===== src/rtl/load_store_unit_pkg.sv =====
// Shared types for the core datapath and the load/store unit.
// Includes the access-size and FSM encodings, plus small address-alignment helpers.
package load_store_unit_pkg;

    typedef enum logic [3:0] {
        ALU_ADD, ALU_SUB, ALU_AND, ALU_OR, ALU_XOR,
        ALU_SLL, ALU_SRL, ALU_SRA, ALU_SLT, ALU_SLTU
    } alu_op_e;

    typedef enum logic [1:0] {PC_INC, PC_BRANCH, PC_JUMP, PC_JALR} pc_op_e;
    typedef enum logic [1:0] {OP_A_REG, OP_A_PC, OP_A_ZERO} op_a_sel_e;
    typedef enum logic [0:0] {OP_B_REG, OP_B_IMM} op_b_sel_e;
    typedef enum logic [2:0] {IMM_I, IMM_S, IMM_B, IMM_U, IMM_J} imm_b_sel_e;

    typedef enum logic [1:0] {
        LSU_W = 2'b00,
        LSU_H = 2'b01,
        LSU_B = 2'b10
    } lsu_type_e;

    typedef enum logic [1:0] {
        IDLE        = 2'b00,
        WAIT_GNT    = 2'b01,
        WAIT_RVALID = 2'b10,
        DONE        = 2'b11
    } lsu_state_e;

    function automatic logic lsu_misaligned(lsu_type_e t, logic [1:0] off);
        case (t)
            LSU_W:   return off != 2'b00;
            LSU_H:   return off[0];
            default: return 1'b0;
        endcase
    endfunction

    function automatic logic [3:0] lsu_byte_en(lsu_type_e t, logic [1:0] off);
        case (t)
            LSU_W:   return 4'b1111;
            LSU_H:   return 4'b0011 << off;
            LSU_B:   return 4'b0001 << off;
            default: return 4'b0000;
        endcase
    endfunction

endpackage


===== src/rtl/load_store_unit_rdata_align.sv =====
// Combinational load alignment: moves the addressed bytes down to bit 0,
// then sign- or zero-extends them to the full word width.
module lsu_rdata_align
    import load_store_unit_pkg::*;
(
    input  logic [31:0] rdata_i,
    input  logic [1:0]  offset_i,
    input  lsu_type_e   type_i,
    input  logic        sign_ext_i,
    output logic [31:0] rdata_o
);

    logic [31:0] shifted;

    assign shifted = rdata_i >> {offset_i, 3'b000};

    always_comb begin
        rdata_o = shifted;
        case (type_i)
            LSU_B:   rdata_o = {{24{sign_ext_i & shifted[7]}},  shifted[7:0]};
            LSU_H:   rdata_o = {{16{sign_ext_i & shifted[15]}}, shifted[15:0]};
            default: rdata_o = shifted;
        endcase
    end

endmodule


===== src/rtl/load_store_unit.sv =====
// Load/store unit: registers one access from issue, runs the request/grant/rvalid
// handshake on the data bus, and returns aligned, extended load data.
//
// state       | meaning
// IDLE        | ready for a new access
// WAIT_GNT    | data_req_o held high until the bus grants
// WAIT_RVALID | waiting for the bus response
// DONE        | single-cycle completion pulse
module load_store_unit
    import load_store_unit_pkg::*;
(
    input  logic        clk_i,
    input  logic        rst_ni,
    input  logic        lsu_req_i,
    output logic        lsu_ready_o,
    input  logic        lsu_we_i,
    input  lsu_type_e   lsu_type_i,
    input  logic        lsu_sign_ext_i,
    input  logic [31:0] lsu_addr_i,
    input  logic [31:0] lsu_wdata_i,
    output logic [31:0] lsu_rdata_o,
    output logic        lsu_rdata_valid_o,
    output logic        lsu_done_o,
    output logic        lsu_err_o,
    output logic        data_req_o,
    output logic [31:0] data_addr_o,
    output logic        data_we_o,
    output logic [3:0]  data_be_o,
    output logic [31:0] data_wdata_o,
    input  logic        data_gnt_i,
    input  logic        data_rvalid_i,
    input  logic [31:0] data_rdata_i,
    input  logic        data_err_i
);

    lsu_state_e  state_q;
    lsu_type_e   type_q;
    logic        we_q, sign_q, err_q;
    logic [31:0] addr_q, wdata_q, rdata_q, rdata_aligned;
    logic [3:0]  be_q;
    logic        misaligned;

    assign misaligned = lsu_misaligned(lsu_type_i, lsu_addr_i[1:0]);

    lsu_rdata_align u_rdata_align (
        .rdata_i    (data_rdata_i),
        .offset_i   (addr_q[1:0]),
        .type_i     (type_q),
        .sign_ext_i (sign_q),
        .rdata_o    (rdata_aligned)
    );

    always_ff @(posedge clk_i) begin
        if (!rst_ni) begin
            state_q <= IDLE;
            type_q  <= LSU_W;
            we_q    <= 1'b0;
            sign_q  <= 1'b0;
            err_q   <= 1'b0;
            addr_q  <= '0;
            wdata_q <= '0;
            be_q    <= '0;
            rdata_q <= '0;
        end else begin
            case (state_q)
                IDLE: if (lsu_req_i) begin
                    type_q  <= lsu_type_i;
                    we_q    <= lsu_we_i;
                    sign_q  <= lsu_sign_ext_i;
                    addr_q  <= lsu_addr_i;
                    wdata_q <= lsu_wdata_i << {lsu_addr_i[1:0], 3'b000};
                    be_q    <= lsu_byte_en(lsu_type_i, lsu_addr_i[1:0]);
                    err_q   <= misaligned;
                    state_q <= misaligned ? DONE : WAIT_GNT;
                end
                WAIT_GNT: if (data_gnt_i) state_q <= WAIT_RVALID;
                WAIT_RVALID: if (data_rvalid_i) begin
                    err_q <= data_err_i;
                    // Result register only moves on a good load so it holds across stores and errors.
                    if (!we_q && !data_err_i) rdata_q <= rdata_aligned;
                    state_q <= DONE;
                end
                default: state_q <= IDLE;
            endcase
        end
    end

    assign lsu_ready_o       = rst_ni && (state_q == IDLE);
    assign lsu_done_o        = (state_q == DONE);
    assign lsu_err_o         = (state_q == DONE) && err_q;
    assign lsu_rdata_valid_o = (state_q == DONE) && !err_q && !we_q;
    assign lsu_rdata_o       = rdata_q;

    assign data_req_o   = (state_q == WAIT_GNT);
    assign data_addr_o  = {addr_q[31:2], 2'b00};
    assign data_we_o    = we_q;
    assign data_be_o    = be_q;
    assign data_wdata_o = wdata_q;

endmodule

===== config.mk =====
export PLATFORM = sky130hd
export DESIGN_NAME = load_store_unit
export DESIGN_NICKNAME = d
export VERILOG_FILES = /design/src/rtl/load_store_unit_pkg.sv /design/src/rtl/load_store_unit_rdata_align.sv /design/src/rtl/load_store_unit.sv
export SDC_FILE = /design/constraint.sdc
export NUM_CORES = 1
export LEC_CHECK = 0
export BUFFER_PORTS_ARGS = -buffer_cell sky130_fd_sc_hd__clkbuf_2
export CORE_MARGIN = 3
export CORE_UTILIZATION = 52
export CTS_CLUSTER_SIZE = 40
export DETAILED_ROUTE_END_ITERATION = 10
export PLACE_DENSITY = 0.95
export SYNTH_ARGS = -nofsm -noshare
export SYNTH_HDL_FRONTEND = slang
export SYNTH_SLANG_ARGS = --single-unit

===== constraint.sdc =====
create_clock -name clk_i -period 3.1 [get_ports clk_i]
set_input_delay 0 -clock clk_i [delete_from_list [all_inputs] [get_ports clk_i]]
set_output_delay 0 -clock clk_i [all_outputs]
set_load 0.1 [all_outputs]

==> results.toml, run 1 <==
[timing]
tightest_slew_ns = 0.9831
fmax_ghz = 0.4273
rsz0062_at_grt = "no"
finalSetupViolations = 0
final_max_slew_viol_count = 0
finalCriticalPeriod_ns = 2.340
worst_slew_margin_rel_pct = 34.37
totalNegativeSetupSlack_ns = 0
final-hold-violation-count = 0
fin_hold_ws_ns = 0.05979
timing.final.crit_share_pct = 75.50
skew_ns = 0.01714
postLayoutSetupSlackWorst_ns = 0.7596

[global_routing]
grt_antenna_before_repair = 0
track_usage_pct = 28.95
grt_pass1_vias = 5319
grt_remaining_overflow = 0
grt_pass1_wl_mm = 26.36
grt_max_degree = 42

[floorplanning]
initial_utilization_pct = 54.92
die_area_um2 = 11230
dieWidth_um = 106.0
core_area_um2 = 9459
number_of_cell_rows = 35
floorplan.die.height_um = 106.0
pin_count = 212

[clock_network]
clock_sinks = 107
clk_lat_worst_skew_ns = 0.36
cts_htree_levels = 3
cts_hold_buf = 59
cts_tree = "built"
worst_setup_hold_path_clk_slew_ns = 0.11
numCtsBuffers = 9
cts_resized = 0
clock_path_buffers = 2
post_cts_buffers = 0
clockRootBuffer = "clkbuf_8"

[logic_synthesis]
asyncSetResetFlopFracSynth_pct = 0
synthDistinctLibCells = 43
post_synth_main_area_contributors = "dfxtp_1 41%, nand2_1 9.0%, a21oi_1 7.7%, mux2i_1 5.2%, mux2_2 5.0%"
synthDominantAreaCellType = "dfxtp_1"
synth.avg_cell_area_um2 = 8.168
netlist_instances = 636
synthFlopType = "dfxtp_1"
synth_area_um2 = 5195
postSynthRegisterBits = 107
synth.yosys.seq_area_share_pct = 41.23
synth-edff-count = 0
synth.top_cell.area_share_pct = 41.23
yosys_warnings = 0

[placement]
place_ws_ns = 0.7967
placed_area_um2 = 6023
weighted_congestion_reported_at_the_end_of_routability_driven_placement = 0.8895
number_of_buffers_inserted_by_port_buffering = 209
place_hpwl_mm = 10.78
dp.cells = 906

[routing]
first_iter_violations = 347
detail-route-antenna-nets = 0
post_drt_wl_per_cell_um = 16.76
drt_pass1_iterations = 5
routed_wirelength_mm = 16.44
vias = 5463
vias_per_cell = 5.569
drt_drc_violations_left = 0

[setup_path]
cp.required_ns = 3.32
timing_worst_setup_path_type = "reg -> reg"
nature_of_the_critical_path_endpoint = "flop"
cp.arrival_ns = 2.56
worstRegToRegCells = 4
crit_fanout = 22
critical_path.startpoint_type = "flop"

[run]
cap_violations = 0

[run_status]
outcome = "finished clean"

[finish]
finalInstanceArea_um2 = 6798
layout.nets = 964
areaGrowthSynthToFinish_pct = 30.85
drive_gt1_share_pct = 30.87
final_core_area_utilization_pct = 71.87
stdcell_count = 981
nFillCells = 713
diodes = 0

[pwr]
pwr_density_cell_nw_per_um2 = 748.2
total_power_mw = 5.086
worst_ir_drop_vdd_v = 0.0005392
cellLeakagePower_nw = 3.085

[worst_hold_path]
hold_path_class = "in -> reg"
hold-path-cell-count = 4
## worst max-delay path, stage by stage, from the launching register on
cell and delay (ns):
dfxtp_1 0.98, mux2i_1 0.45, o221ai_2 0.19, a31oi_4 0.46
a21oi_1 0.13
## cells in the final DEF, fill, tap and decap left out, types with 2 or more instances in the layout
cell type,n
ha_1,11
a2bb2oi_1,2
dlygate4sd3_1,59
nor2_1,50
inv_1,9
clkbuf_2,209
mux2_2,23
mux2i_1,27
a22oi_1,16
buf_4,7
a31oi_1,2
o211ai_1,15
nand3b_1,2
dfxtp_1,107
a21oi_1,80
and2_1,10
a211oi_1,9
nor3_1,10
nand2b_1,4
clkbuf_8,10
nand2_1,124
inv_6,3
conb_1,2
nor2b_1,3
o21ai_0,34
nand3_1,2
## routing by layer
layer / GRT usage [%] / vias up / share of wire (%)
li1: - / 2565 / -
met1: 32.21 / 2491 / 36
met2: 51.37 / 353 / 49
met3: 7.832 / 54 / 10
met4: 13.32 / 0 / 3.9
met5: 0 / - / 0
## layout make-up
type                            instances  area [µm²]  area share, %
Sequential cell                       107        2142          31.51
Clock buffer                           11       141.4          2.080
Clock inverter                          5       42.54         0.6258
Timing Repair Buffer                  275        1689          24.85
Tap cell                              129       161.4          2.374
Multi-Input combinational cell        443        2580          37.95
Inverter                               11       41.29         0.6074
## where the power goes
part / switching [mW] / internal, mW / leakage, nW
Sequential: 0.142 / 1.56 / 0.873
Combinational: 2.02 / 0.542 / 2.12
Clock: 0.487 / 0.326 / 0.0909
## path summary, 6_finish.rpt
| path | from | to | slack [ns] |
|---|---|---|---|
| worst max-delay path | addr_q[1] | lsu_rdata_o[31] | 0.76 |
| worst min-delay path | data_rdata_i[2] | lsu_rdata_o[2] | 0.06 |
| worst max register to register | addr_q[1] | lsu_rdata_o[31] | 0.76 |
| worst min register to register | addr_q[24] | addr_q[24] | 0.46 |
## registers in the layout, summed over array words and instances (netlist names)
register      flops
data_we_o         1
lsu_rdata_o      32
data_wdata_o     32
err_q             1
data_be_o         4
state_q           2
addr_q           32
sign_q            1
type_q            2
## cell families after synthesis
family / synth area share [%]
AND/OR/NAND/NOR: 17.44
multiplexers: 10.19
buffers and inverters: 9.345
other: 0.07219
AO/OA/AOI/OAI: 19.08
flip-flops: 41.23
adder cells (fa/ha/maj): 2.649
## synth_stat cells (2+ instances only)
cell type    n
ha_1        11
buf_4       34
nor3_1      10
dfxtp_1    107
buf_2       13
a21oi_1     80
a2bb2oi_1    2
clkbuf_1    25
mux2i_1     27
nand2b_1     4
nand2_1    125
inv_1        9
nor2b_1      3
nor2_1      50
mux2_2      23
a31oi_1      2
buf_6        2
o21ai_0     34
buf_1        2
nand3b_1     2
a22oi_1     16
nand3_1      2
a211oi_1     9
o211ai_1    15
and2_1      11
Power figures use the tool's default switching activity.
==> inputs of run 2 (changes only) <==
CORE_UTILIZATION = 44   (was 52)
PLACE_DENSITY = 0.87   (was 0.95)
clock period = 2.14 ns   (was 3.1 ns; I/O delays follow)
==> results.toml, run 2 (same netlist as run 1, synthesis figures left out) <==
[run_status]
outcome = "finished clean"

[finish]
stdcell_count = 1004
mostFrequentLayoutCells = "209 x clkbuf_2, 124 x nand2_1, 107 x dfxtp_1"
final_core_area_utilization_pct = 61.27
final_common_cell = "clkbuf_2"
layout.nets = 973
diodes = 0
drive_gt1_share_pct = 31.59
areaGrowthSynthToFinish_pct = 35.24

[placement]
dp.cells = 929
weighted_congestion_reported_at_the_end_of_routability_driven_placement = 0.9007
number_of_buffers_inserted_by_port_buffering = 209
place_ws_ns = 0.3768
place_hpwl_mm = 11.25

[routing]
drt_drc_violations_left = 0
post_drt_wl_per_cell_um = 16.91
first_iter_violations = 505
vias_per_cell = 5.423
drt_pass1_iterations = 5
vias = 5445
routed_wirelength_mm = 16.98
detail-route-antenna-nets = 0

[global_routing]
track_usage_pct = 25.33
grt_max_degree = 48
grt_pass1_vias = 5217
grt_remaining_overflow = 0
grt_antenna_before_repair = 0
grt_pass1_wl_mm = 26.35

[setup_path]
timing_worst_setup_path_type = "reg -> reg"
critical_path.startpoint = "state_q[1]"
critical_path.startpoint_type = "flop"
cp.arrival_ns = 2.15
nature_of_the_critical_path_endpoint = "flop"
critical_path.reg2reg.startpoint = "state_q[1]"
cp.required_ns = 2.41
crit_fanout = 9

[floorplanning]
pin_count = 212
number_of_cell_rows = 39
floorplan.die.height_um = 114.7
die_area_um2 = 13150
initial_utilization_pct = 45.30
core_area_um2 = 11470
dieWidth_um = 114.7

[clock_network]
cts_resized = 0
clk_lat_worst_skew_ns = 0.35
clock_path_buffers = 2
worst_setup_hold_path_clk_slew_ns = 0.07
cts_tree = "built"
post_cts_buffers = 0
clock_sinks = 107
numCtsBuffers = 9
cts_htree_levels = 3
clockRootBuffer = "clkbuf_16"

[timing]
final_max_slew_viol_count = 0
worst_slew_margin_rel_pct = 57.68
fmax_ghz = 0.5323
rsz0062_at_grt = "no"
timing.final.crit_share_pct = 87.79
final-hold-violation-count = 0
totalNegativeSetupSlack_ns = 0
finalCriticalPeriod_ns = 1.879
skew_ns = 0.009178
finalSetupViolations = 0
tightest_slew_ns = 0.6325
postLayoutSetupSlackWorst_ns = 0.2612

[pwr]
power.share.combinational_pct = 47.3
cellLeakagePower_nw = 3.185
worst_ir_drop_vdd_v = 0.0009608
total_power_mw = 8.011
p_switching_mw = 3.890
share_of_total_power_in_the_clock_network_pct = 22.2
power.share.sequential_pct = 30.5
int_pwr_mw = 4.121
netSwitchingFraction_pct = 48.56
pwr_density_cell_nw_per_um2 = 1140

[worst_hold_path]
hold_path_class = "in -> reg"
worst_hold_startpoint = "lsu_wdata_i[24]"

[run]
cap_violations = 0
==> run 2: path summary, 6_finish.rpt <==
path / end / slack, ns / cells after the start
min: data_wdata_o[24] / 0.06 / 5
min reg2reg: addr_q[22] / 0.45 / 2
max reg2reg: data_wdata_o[11] / 0.26 / 6
max: data_wdata_o[11] / 0.26 / 6
==> run 2: worst max-delay path, stage by stage (launching register included) <==
cell and delay [ns]:
dfxtp_1 0.35, inv_1 0.11, ha_1 0.30, nand2_2 0.18, nor2_1 0.53, a22oi_1 0.15
nor2_1 0.18
==> run 2: area by class of cell <==
type                       instances  area, µm²
multi-input combinational        443       2589
clock buffer                      11      232.7
sequential                       107       2142
clock inverter                     5      85.08
fill                             967       4442
tap                              143      178.9
inverter                          11      41.29
timing repair buffer             284       1757
==> run 2: what timing repair did <==
item                                    in CTS  in global routing
hold buffers                                59                  0
hold endpoints to repair                    59                  0
endpoints found under the setup margin       0                  0
==> run 2: per-stage QoR <==
step	cell area, µm²	hold WS (ns)
3_3_place_gp	6117	0.2257
5_1_grt	7025	0.09997
4_1_cts	7025	0.05750
3_5_place_dp	6117	0.2299
2_1_floorplan	5213	0.1341
6_report	7025	0.06473
==> run 2: layer usage <==
metal,GRT usage (%),vias up,share of wire (%)
li1,-,2580,-
met1,29.64,2512,38
met2,44.32,312,50
met3,6.554,41,9.3
met4,9.422,0,2.4
met5,0,-,0
==> run 2: power groups by stage <==
| stage | Clock [mW] | Sequential (mW) | Combinational (mW) |
|---|---|---|---|
| 3_5_place_dp | 0 | 2.49 | 3.67 |
| 6_report | 1.78 | 2.45 | 3.79 |
| 5_1_grt | 1.89 | 2.48 | 4.00 |
| 2_1_floorplan | 0 | 3.48 | 2.11 |
| 3_3_place_gp | 0 | 2.48 | 3.63 |
| 4_1_cts | 1.82 | 2.44 | 3.75 |
